$ cat config.mk
export PLATFORM = sky130hd
export DESIGN_NAME = cpu_sequencer
export DESIGN_NICKNAME = d
export VERILOG_FILES = /design/src/rtl/cpu_pkg.sv /design/src/rtl/cpu_ctrl_decode.sv /design/src/rtl/cpu_sequencer.sv
export SDC_FILE = /design/constraint.sdc
export NUM_CORES = 1
export LEC_CHECK = 0
export ABC_AREA = 1
export ABC_CLOCK_PERIOD_IN_PS = 1900
export CAP_MARGIN = 15
export CORE_MARGIN = 5
export CORE_UTILIZATION = 42
export CTS_CLUSTER_DIAMETER = 150
export DETAILED_ROUTE_END_ITERATION = 6
export PLACE_DENSITY = 0.79
export SLEW_MARGIN = 20
export SYNTH_ARGS = -nofsm -noshare
export SYNTH_HDL_FRONTEND = slang
export SYNTH_SLANG_ARGS = --single-unit
$ cat constraint.sdc
create_clock -name clk -period 1.9 [get_ports clk]
set_input_delay 0.38 -clock clk [delete_from_list [all_inputs] [get_ports clk]]
set_output_delay 0.38 -clock clk [all_outputs]
set_load 0.05 [all_outputs]
$ cat src/rtl/cpu_pkg.sv
// Shared definitions for the 8-bit bus CPU sequencer:
// opcodes, sequencer states, the control word, and per-opcode step counts.
package cpu_pkg;

    localparam logic [3:0] OP_NOP = 4'h0;
    localparam logic [3:0] OP_LDA = 4'h1;
    localparam logic [3:0] OP_ADD = 4'h2;
    localparam logic [3:0] OP_SUB = 4'h3;
    localparam logic [3:0] OP_STA = 4'h4;
    localparam logic [3:0] OP_LDI = 4'h5;
    localparam logic [3:0] OP_JMP = 4'h6;
    localparam logic [3:0] OP_JC  = 4'h7;
    localparam logic [3:0] OP_JZ  = 4'h8;
    localparam logic [3:0] OP_OUT = 4'hE;
    localparam logic [3:0] OP_HLT = 4'hF;

    typedef enum logic [2:0] {
        ST_FETCH  = 3'd0,
        ST_MEM    = 3'd1,
        ST_DECODE = 3'd2,
        ST_EXEC0  = 3'd3,
        ST_EXEC1  = 3'd4,
        ST_EXEC2  = 3'd5,
        ST_HALT   = 3'd6
    } state_t;

    typedef struct packed {
        logic pc_out;
        logic pc_add;
        logic pc_in;
        logic mar_in;
        logic ram_in;
        logic ram_out;
        logic ir_in;
        logic ir_out;
        logic a_in;
        logic a_out;
        logic b_in;
        logic b_out;
        logic alu_out;
        logic alu_sub;
        logic fl_in;
        logic output_in;
    } ctrl_t;

    // Number of execute steps an opcode occupies; every non-HLT opcode uses at least EXEC0.
    function automatic logic [1:0] op_steps(input logic [3:0] op);
        logic [1:0] steps;
        case (op)
            OP_LDA, OP_STA: steps = 2'd2;
            OP_ADD, OP_SUB: steps = 2'd3;
            default:        steps = 2'd1;
        endcase
        return steps;
    endfunction

endpackage

$ cat src/rtl/cpu_ctrl_decode.sv
// Combinational micro-step decoder: maps state, latched opcode and flags
// to the raw (ungated) datapath control word.
module cpu_ctrl_decode
    import cpu_pkg::*;
(
    input  state_t     state,
    input  logic [3:0] opcode,
    input  logic       flag_c,
    input  logic       flag_z,
    output ctrl_t      ctrl
);

    // Decode the enables for the current micro-step; nothing is asserted by default.
    always_comb begin
        ctrl = '0;
        case (state)
            ST_FETCH: begin
                ctrl.pc_out = 1'b1;
                ctrl.mar_in = 1'b1;
            end
            ST_MEM: begin
                ctrl.ram_out = 1'b1;
                ctrl.ir_in   = 1'b1;
                ctrl.pc_add  = 1'b1;
            end
            ST_EXEC0: begin
                case (opcode)
                    OP_LDA, OP_ADD, OP_SUB, OP_STA: begin
                        ctrl.ir_out = 1'b1;
                        ctrl.mar_in = 1'b1;
                    end
                    OP_LDI: begin
                        ctrl.ir_out = 1'b1;
                        ctrl.a_in   = 1'b1;
                    end
                    OP_JMP: begin
                        ctrl.ir_out = 1'b1;
                        ctrl.pc_in  = 1'b1;
                    end
                    OP_JC: begin
                        ctrl.ir_out = flag_c;
                        ctrl.pc_in  = flag_c;
                    end
                    OP_JZ: begin
                        ctrl.ir_out = flag_z;
                        ctrl.pc_in  = flag_z;
                    end
                    OP_OUT: begin
                        ctrl.a_out     = 1'b1;
                        ctrl.output_in = 1'b1;
                    end
                    default: ;
                endcase
            end
            ST_EXEC1: begin
                case (opcode)
                    OP_LDA: begin
                        ctrl.ram_out = 1'b1;
                        ctrl.a_in    = 1'b1;
                    end
                    OP_ADD, OP_SUB: begin
                        ctrl.ram_out = 1'b1;
                        ctrl.b_in    = 1'b1;
                    end
                    OP_STA: begin
                        ctrl.a_out  = 1'b1;
                        ctrl.ram_in = 1'b1;
                    end
                    default: ;
                endcase
            end
            ST_EXEC2: begin
                if (opcode == OP_ADD || opcode == OP_SUB) begin
                    ctrl.alu_out = 1'b1;
                    ctrl.a_in    = 1'b1;
                    ctrl.fl_in   = 1'b1;
                    ctrl.alu_sub = (opcode == OP_SUB);
                end
            end
            default: ;
        endcase
    end

endmodule

$ cat src/rtl/cpu_sequencer.sv
// Fetch/decode/execute sequencer for the 8-bit bus CPU. Holds the state and
// latched opcode, and gates the decoded enables with step_en and rst_n.
module cpu_sequencer
    import cpu_pkg::*;
#(
    parameter int EXEC_STEPS = 3
) (
    input  logic       clk,
    input  logic       rst_n,
    input  logic       step_en,
    input  logic [7:0] ir,
    input  logic       flag_c,
    input  logic       flag_z,
    output logic       pc_out,
    output logic       pc_add,
    output logic       pc_in,
    output logic       mar_in,
    output logic       ram_in,
    output logic       ram_out,
    output logic       ir_in,
    output logic       ir_out,
    output logic       a_in,
    output logic       a_out,
    output logic       b_in,
    output logic       b_out,
    output logic       alu_out,
    output logic       alu_sub,
    output logic       fl_in,
    output logic       output_in,
    output logic       halted,
    output logic [2:0] t_state
);

    state_t     state;
    state_t     state_next;
    logic [3:0] opcode;
    logic [3:0] opcode_next;
    logic [1:0] exec_idx;
    logic       exec_last;
    ctrl_t      ctrl_raw;
    ctrl_t      ctrl;

    cpu_ctrl_decode u_decode (
        .state  (state),
        .opcode (opcode),
        .flag_c (flag_c),
        .flag_z (flag_z),
        .ctrl   (ctrl_raw)
    );

    assign exec_idx  = 2'(state - ST_EXEC0);
    assign exec_last = (int'(exec_idx) + 1 >= int'(op_steps(opcode)))
                    || (int'(exec_idx) + 1 >= EXEC_STEPS);

    // Next-state and opcode-latch logic; everything holds while step_en is low.
    always_comb begin
        state_next  = state;
        opcode_next = opcode;
        if (step_en) begin
            case (state)
                ST_FETCH:  state_next = ST_MEM;
                ST_MEM:    state_next = ST_DECODE;
                ST_DECODE: begin
                    opcode_next = ir[7:4];
                    state_next  = (ir[7:4] == OP_HLT) ? ST_HALT : ST_EXEC0;
                end
                ST_EXEC0, ST_EXEC1, ST_EXEC2:
                    state_next = exec_last ? ST_FETCH : state_t'(state + 3'd1);
                ST_HALT:   state_next = ST_HALT;
                default:   state_next = ST_FETCH;
            endcase
        end
    end

    // State and opcode registers; reset aborts any instruction in flight.
    always_ff @(posedge clk or negedge rst_n) begin
        if (!rst_n) begin
            state  <= ST_FETCH;
            opcode <= OP_NOP;
        end else begin
            state  <= state_next;
            opcode <= opcode_next;
        end
    end

    assign ctrl = (step_en && rst_n) ? ctrl_raw : '0;

    assign pc_out    = ctrl.pc_out;
    assign pc_add    = ctrl.pc_add;
    assign pc_in     = ctrl.pc_in;
    assign mar_in    = ctrl.mar_in;
    assign ram_in    = ctrl.ram_in;
    assign ram_out   = ctrl.ram_out;
    assign ir_in     = ctrl.ir_in;
    assign ir_out    = ctrl.ir_out;
    assign a_in      = ctrl.a_in;
    assign a_out     = ctrl.a_out;
    assign b_in      = ctrl.b_in;
    assign b_out     = ctrl.b_out;
    assign alu_out   = ctrl.alu_out;
    assign alu_sub   = ctrl.alu_sub;
    assign fl_in     = ctrl.fl_in;
    assign output_in = ctrl.output_in;

    assign halted  = (state == ST_HALT);
    assign t_state = state;

endmodule

## Word level (Yosys, flattened, before mapping)

Index checks and enable logic that the tools add are counted.

- Register bits after elaboration: 7
- Input port bits: 13
- Logic and storage cells: 62
- Output and inout port bits: 20

- $lt $le $gt $ge: 2
- Reduce and logical (&&, ||, !) cells: 11
- Equal/unequal tests: 16
- Add/subtract/negate cells: 3
- Muxes and demuxes: 28

Operators with widths:

| operator | count |
|---|---|
| greater-or-equal comparator 32 x 3 -> 1 bit | 1 |
| equality test 4 x 3 -> 1 bit (second input constant) | 4 |
| two-way mux 16 bit | 1 |
| two-way mux 1 bit | 15 |
| case mux 3 bit (5 select lines) | 1 |
| equality test 4 bit (second input constant) | 3 |
| two-way mux 3 bit | 4 |
| equality test 3 bit (second input constant) | 3 |
| case mux 1 bit (3 select lines) | 3 |
| equality test 4 x 2 -> 1 bit (second input constant) | 2 |
| equality test 3 x 2 -> 1 bit (second input constant) | 2 |
| case mux 1 bit (2 select lines) | 3 |
| OR reduction 3 bit | 2 |
| OR reduction 6 bit | 1 |
| equality test 4 x 1 -> 1 bit (second input constant) | 1 |
| case mux 2 bit (2 select lines) | 1 |
| OR reduction 2 bit | 2 |
| OR reduction 4 bit | 1 |
| adder 2 x 1 -> 3 bit (second input constant) | 1 |
| adder 3 x 1 -> 3 bit (second input constant) | 1 |
| equality test 3 x 1 -> 1 bit (second input constant) | 1 |
| greater-or-equal comparator 3 x 2 -> 1 bit (second input constant) | 1 |
| logical NOT 3 bit | 1 |
| logical OR 1 bit | 2 |
| 3 further kinds | 3 |

## Depth between registers and ports, before layout

Gate-level depths: netlist of the first run.

- Depth in word-level cells: 7
- Gate-level depth with buffers: 12
- Gate-level depth less buffers: 12

## By module

Synthesis of the first run repeated with hierarchy kept, for this count alone.

- Cell total of the unflattened synthesis: 154
- Area, all modules: 920.9 µm²

Modules (own cells, without submodules):

| module | seq. area each (µm²) | times used | area an instance (µm²) | cells an instance |
|---|---|---|---|---|
| cpu_sequencer | 175.2 | 1 | 669.4 | 100 |
| cpu_ctrl_decode | 0.0 | 1 | 251.5 | 54 |

## Worst setup path after synthesis of the first run

OpenSTA, ideal clock, no wires.

- Path type: flip-flop to output port
- Start point: register state[0] (netlist: t_state[0])
- End point: output fl_in
- Buffers on the path: 1
- Required time: 1.520 ns
- Path slack: -0.670 ns
- Stages on the path, launching flop included: 7
- Arrival time: 2.190 ns
- Cells stage by stage: dfrtp_1 ha_1 nand2_1 inv_1 nand2_2 nor2_1 buf_4

- Longest elaborated chain between the ends: 3

Ends and longest elaborated chain:

| element | RTL line | source |
|---|---|---|
| from (decl) | cpu_sequencer.sv:34 | `state_t state;` |
| from (signal assigned) | cpu_sequencer.sv:81 | `state <= state_next;` |
| equality test 3 bit | cpu_ctrl_decode.sv:16 | `case (state)` |
| two-way mux 3 bit | cpu_ctrl_decode.sv:16 |  |
| two-way mux 16 bit | cpu_sequencer.sv:86 | `assign ctrl = (step_en && rst_n) ? ctrl_raw : '0;` |
| to (decl) | cpu_sequencer.sv:28 | `output logic fl_in,` |

No other way between the ends.

## Final worst setup path of the first run

- Start point: register state[0] (netlist: t_state[0])
- End point: output a_out

- Longest elaborated chain between the ends: 3
- Elaborated cells between the ends (all ways): 4
- Classes of those cells: eq/ne: 2; mux: 2

Ends and longest elaborated chain:

| element | RTL line | source |
|---|---|---|
| equality test 3 bit or equality test 3 x 2 -> 1 bit (tied branches) | cpu_ctrl_decode.sv:16 |  |
| case mux 1 bit (2 select lines) (*) | cpu_ctrl_decode.sv:16 |  |
| two-way mux 16 bit (*) | cpu_sequencer.sv:86 |  |
| to (decl) | cpu_sequencer.sv:23 | `output logic a_out,` |

Mark *: on every way between the ends. The rest lies on a longest branch, timed or not.

==> results of run 1 <==
power by group:
group	switching, mW	total, mW	internal (mW)
registers	0.137	0.368	0.231
clock network	0.0565	0.137	0.0802
logic	1.03	1.71	0.680
total	1.23	2.22	0.991
layer usage:
layer,wire length (um),share of wire [%]
met1,1300,36
met2,1750,48
met3,328,9.0
met4,282,7.7
met5,0,0
area by class of cell:
type	count	area share [%]
repair buffers	47	35.0
flip-flops and latches	7	11.2
multi-input cells	89	44.9
clock buffers	4	1.60
well taps	25	1.91
inverters	21	5.41
stage by stage:
step / instance area (um2) / power [mW] / TNS [ns] / cells / hold WS, ns
4_1_cts: 1510 / 1.82 / -0.293 / 188 / 0.234
3_3_place_gp: 1340 / 1.39 / -0.174 / 176 / 0.538
3_5_place_dp: 1340 / 1.44 / -0.243 / 176 / 0.557
2_1_floorplan: 853 / 1.11 / -0.242 / 120 / 0.0844
5_1_grt: 1640 / 2.33 / -1.29 / 193 / 0.280
6_report: 1640 / 2.22 / -0.416 / 193 / 0.278
sequential cells by signal (all words and copies together) (netlist names):
register	cells
t_state	3
opcode	4
cells by family (layout without fill, tap and decap cells):
kind of cell,after synthesis,after routing
AO/OA/AOI/OAI,12,12
buffers and inverters,24,72
adder cells (fa/ha/maj),8,8
multiplexers,1,1
XOR/XNOR,1,1
AND/OR/NAND/NOR,66,66
other,1,1
flip-flops,7,7
worst register-to-register path: stages, from the launching register on:
cell	delay [ns]
dfrtp_1	0.40
inv_2	0.11
nand2_2	0.12
nor2_2	0.23
nor2_2	0.12
ha_1	0.20
inv_1	0.09
nand2_1	0.09
nor2_2	0.14
nand4_1	0.13
nand2_1	0.09
nand2_1	0.06
nand2_1	0.07
layout by cell type (no fill, tap or decap), drive strengths merged, types with 2 or more instances in the layout:
cell           Yosys  layout
nand3              4       4
clkdlybuf4s50      0       6
dlygate4sd2        0       2
clkbuf             0       4
dfrtp              7       7
nand4              3       3
inv               21      20
o21ai              3       3
ha                 8       8
nor2              18      18
a21oi              6       6
nor3               4       4
buf                3      39
nand2             36      36
worst max path at each step:
stage | slack, ns | cells after the start | end
after floorplan | -0.11 | 6 | a_out
after global placement | -0.07 | 8 | a_out
after detailed placement | -0.09 | 7 | mar_in
after CTS | -0.07 | 7 | a_out
after global routing | -0.17 | 7 | a_out
final | -0.13 | 7 | a_out
timing repair:
| action | in CTS | in global routing |
|---|---|---|
| hold buffers | 0 | 0 |
| gates cloned | 0 | 0 |
| pin swaps | 7 | 10 |
| buffers inserted | 8 | 5 |
| endpoints found under the setup margin | 13 | 16 |
| gates resized for setup | 20 | 34 |
==> results.toml, run 1 <==
[outcome]
status = "finished with violations"
failed_checks = "negative setup slack"

[worst_setup_path]
r2r_slack_ns = -0.01
r2r_cells = 12
reg2reg_from = "opcode[2]"
worstPathArrival_ns = 1.65
critPathBufInv = 2
cp.required_ns = 1.52
cp_max_fo = 4
critical-path-max-stage-delay_ns = 0.47
reg2reg_to = "t_state[2]"
start_kind = "register"
startpoint = "t_state[0]"
cp_top_family = "flip-flops"
path_common_cell = "ha_4"
crit_type = "reg2out"
endpoint_kind = "primary output"
cp_slowest_cell = "dfrtp_4"
cp_cell_sequence = "ha_4, ha_4, nand2_4, inv_2, nand2_2, a22oi_2, buf_12"

[logic_synthesis]
synth_top_family_by_area = "simple AND/OR/NAND/NOR gates"
synthXorXnorAreaFrac_pct = 1.13
synth_fp_nets = 141
synthCells = 120
ys.flop_type = "dfrtp_1"
synth_top_cell_by_area = "dfrtp_1"
synth_simple_gate_area_share_pct = 38.8
ys_seq_area_share_pct = 22.5
synth.most_common_cell = "nand2_1"
synth-edff-count = 0
synthTopCellsByCount = "31 x nand2_1, 18 x nor2_1, 16 x inv_1"
synth_mux_area_share_pct = 1.45
synth_compound_gate_area_share_pct = 9.66
yosysUniqueCellTypes = 25
synth_area_leaders = "dfrtp_1 23%, nand2_1 15%, ha_1 13%, nor2_1 8.7%, inv_1 7.7%"
ys_warn_count = 0
ys_ff_latch = 7
yosysTopAreaCellShare_pct = 22.5
avgSynthCellArea_um2 = 6.47
synth_fa_ha_area_share_pct = 12.9
syn_area_um2 = 777
synthArstFlopShare_pct = 100

[die]
die-area_um2 = 2810
die_w_um = 53.0
pin_count = 33
initial_core_util_pct = 44.5
coreArea_um2 = 1750
dieHeight_um = 53.0
num_rows = 15

[timing]
rsz0062_at_grt = "true"
drv_slew = 0
min_period_ns = 2.03
timing.final.crit_share_pct = 107
fmax_mhz = 491
finClkSkew_ns = 0.00131
setup_ws_ns = -0.135
setup_violations = 11
hold_viol = 0

[final_layout]
diodes = 0
n_fill_cell = 52
multi_input_area_um2 = 737
utilization_pct = 94.1
seqCellArea_um2 = 184
area_delta_synth_final_pct = 111
final_nets = 190
drive_gt1_share_pct = 61.3

[clock_network]
clock_sinks = 7
numCtsBuffers = 3
cts.path.max_buffers = 2
cts_root_buf = "clkbuf_4"
clk_latency_ns = 0.26
clkTransAtPathRegs_ns = 0.05
htree_levels = 1
cts_tree = "built"

[global_route]
grt_util_met1_pct = 23.1
grt_pass1_vias = 913
grt_usage_pct = 20.2
busiest_layer = "met2"
antenna_found_initial = 0
use_met2_pct = 36.8
grt-ovfl-total = 0
grt_pass1_wl_um = 4110
grt_max_degree = 8
grtUsageMet3_pct = 1.69

[detailed_routing]
drc_errors = 0
routed_wl_um = 3660
first_pass_iters = 5
drt_iter0_drc = 66
via_per_inst = 5.77
postRouteAntennaNets = 0
drt-wirelength-per-cell_um = 19.0
vias = 1113

[power]
leakage_nw = 0.796
irDropWorstVdd_uv = 1540
power.density_nw_per_um2 = 1350

[run]
cap_violations = 0

[placement]
gp_congestion = 0.901
numPortBuffers = 27
place_hpwl_um = 1820
pre_cts_ws_ns = -0.0922

[worst_hold_path]
min_path_type = "in2async"
Power figures use the tool's default switching activity.
==> inputs of run 2 (changes only) <==
GPL_ROUTABILITY_DRIVEN = 1   (was unset)
==> results of run 2 <==
Final layout, timing and power as in run 1 (identical DEF).
==> inputs of run 3 (changes only) <==
CAP_MARGIN = 5   (was 15)
HOLD_SLACK_MARGIN = 0.1   (was unset)
RECOVER_POWER = 100   (was unset)
==> results of run 3 <==
Final layout, timing and power as in run 1 (identical DEF).
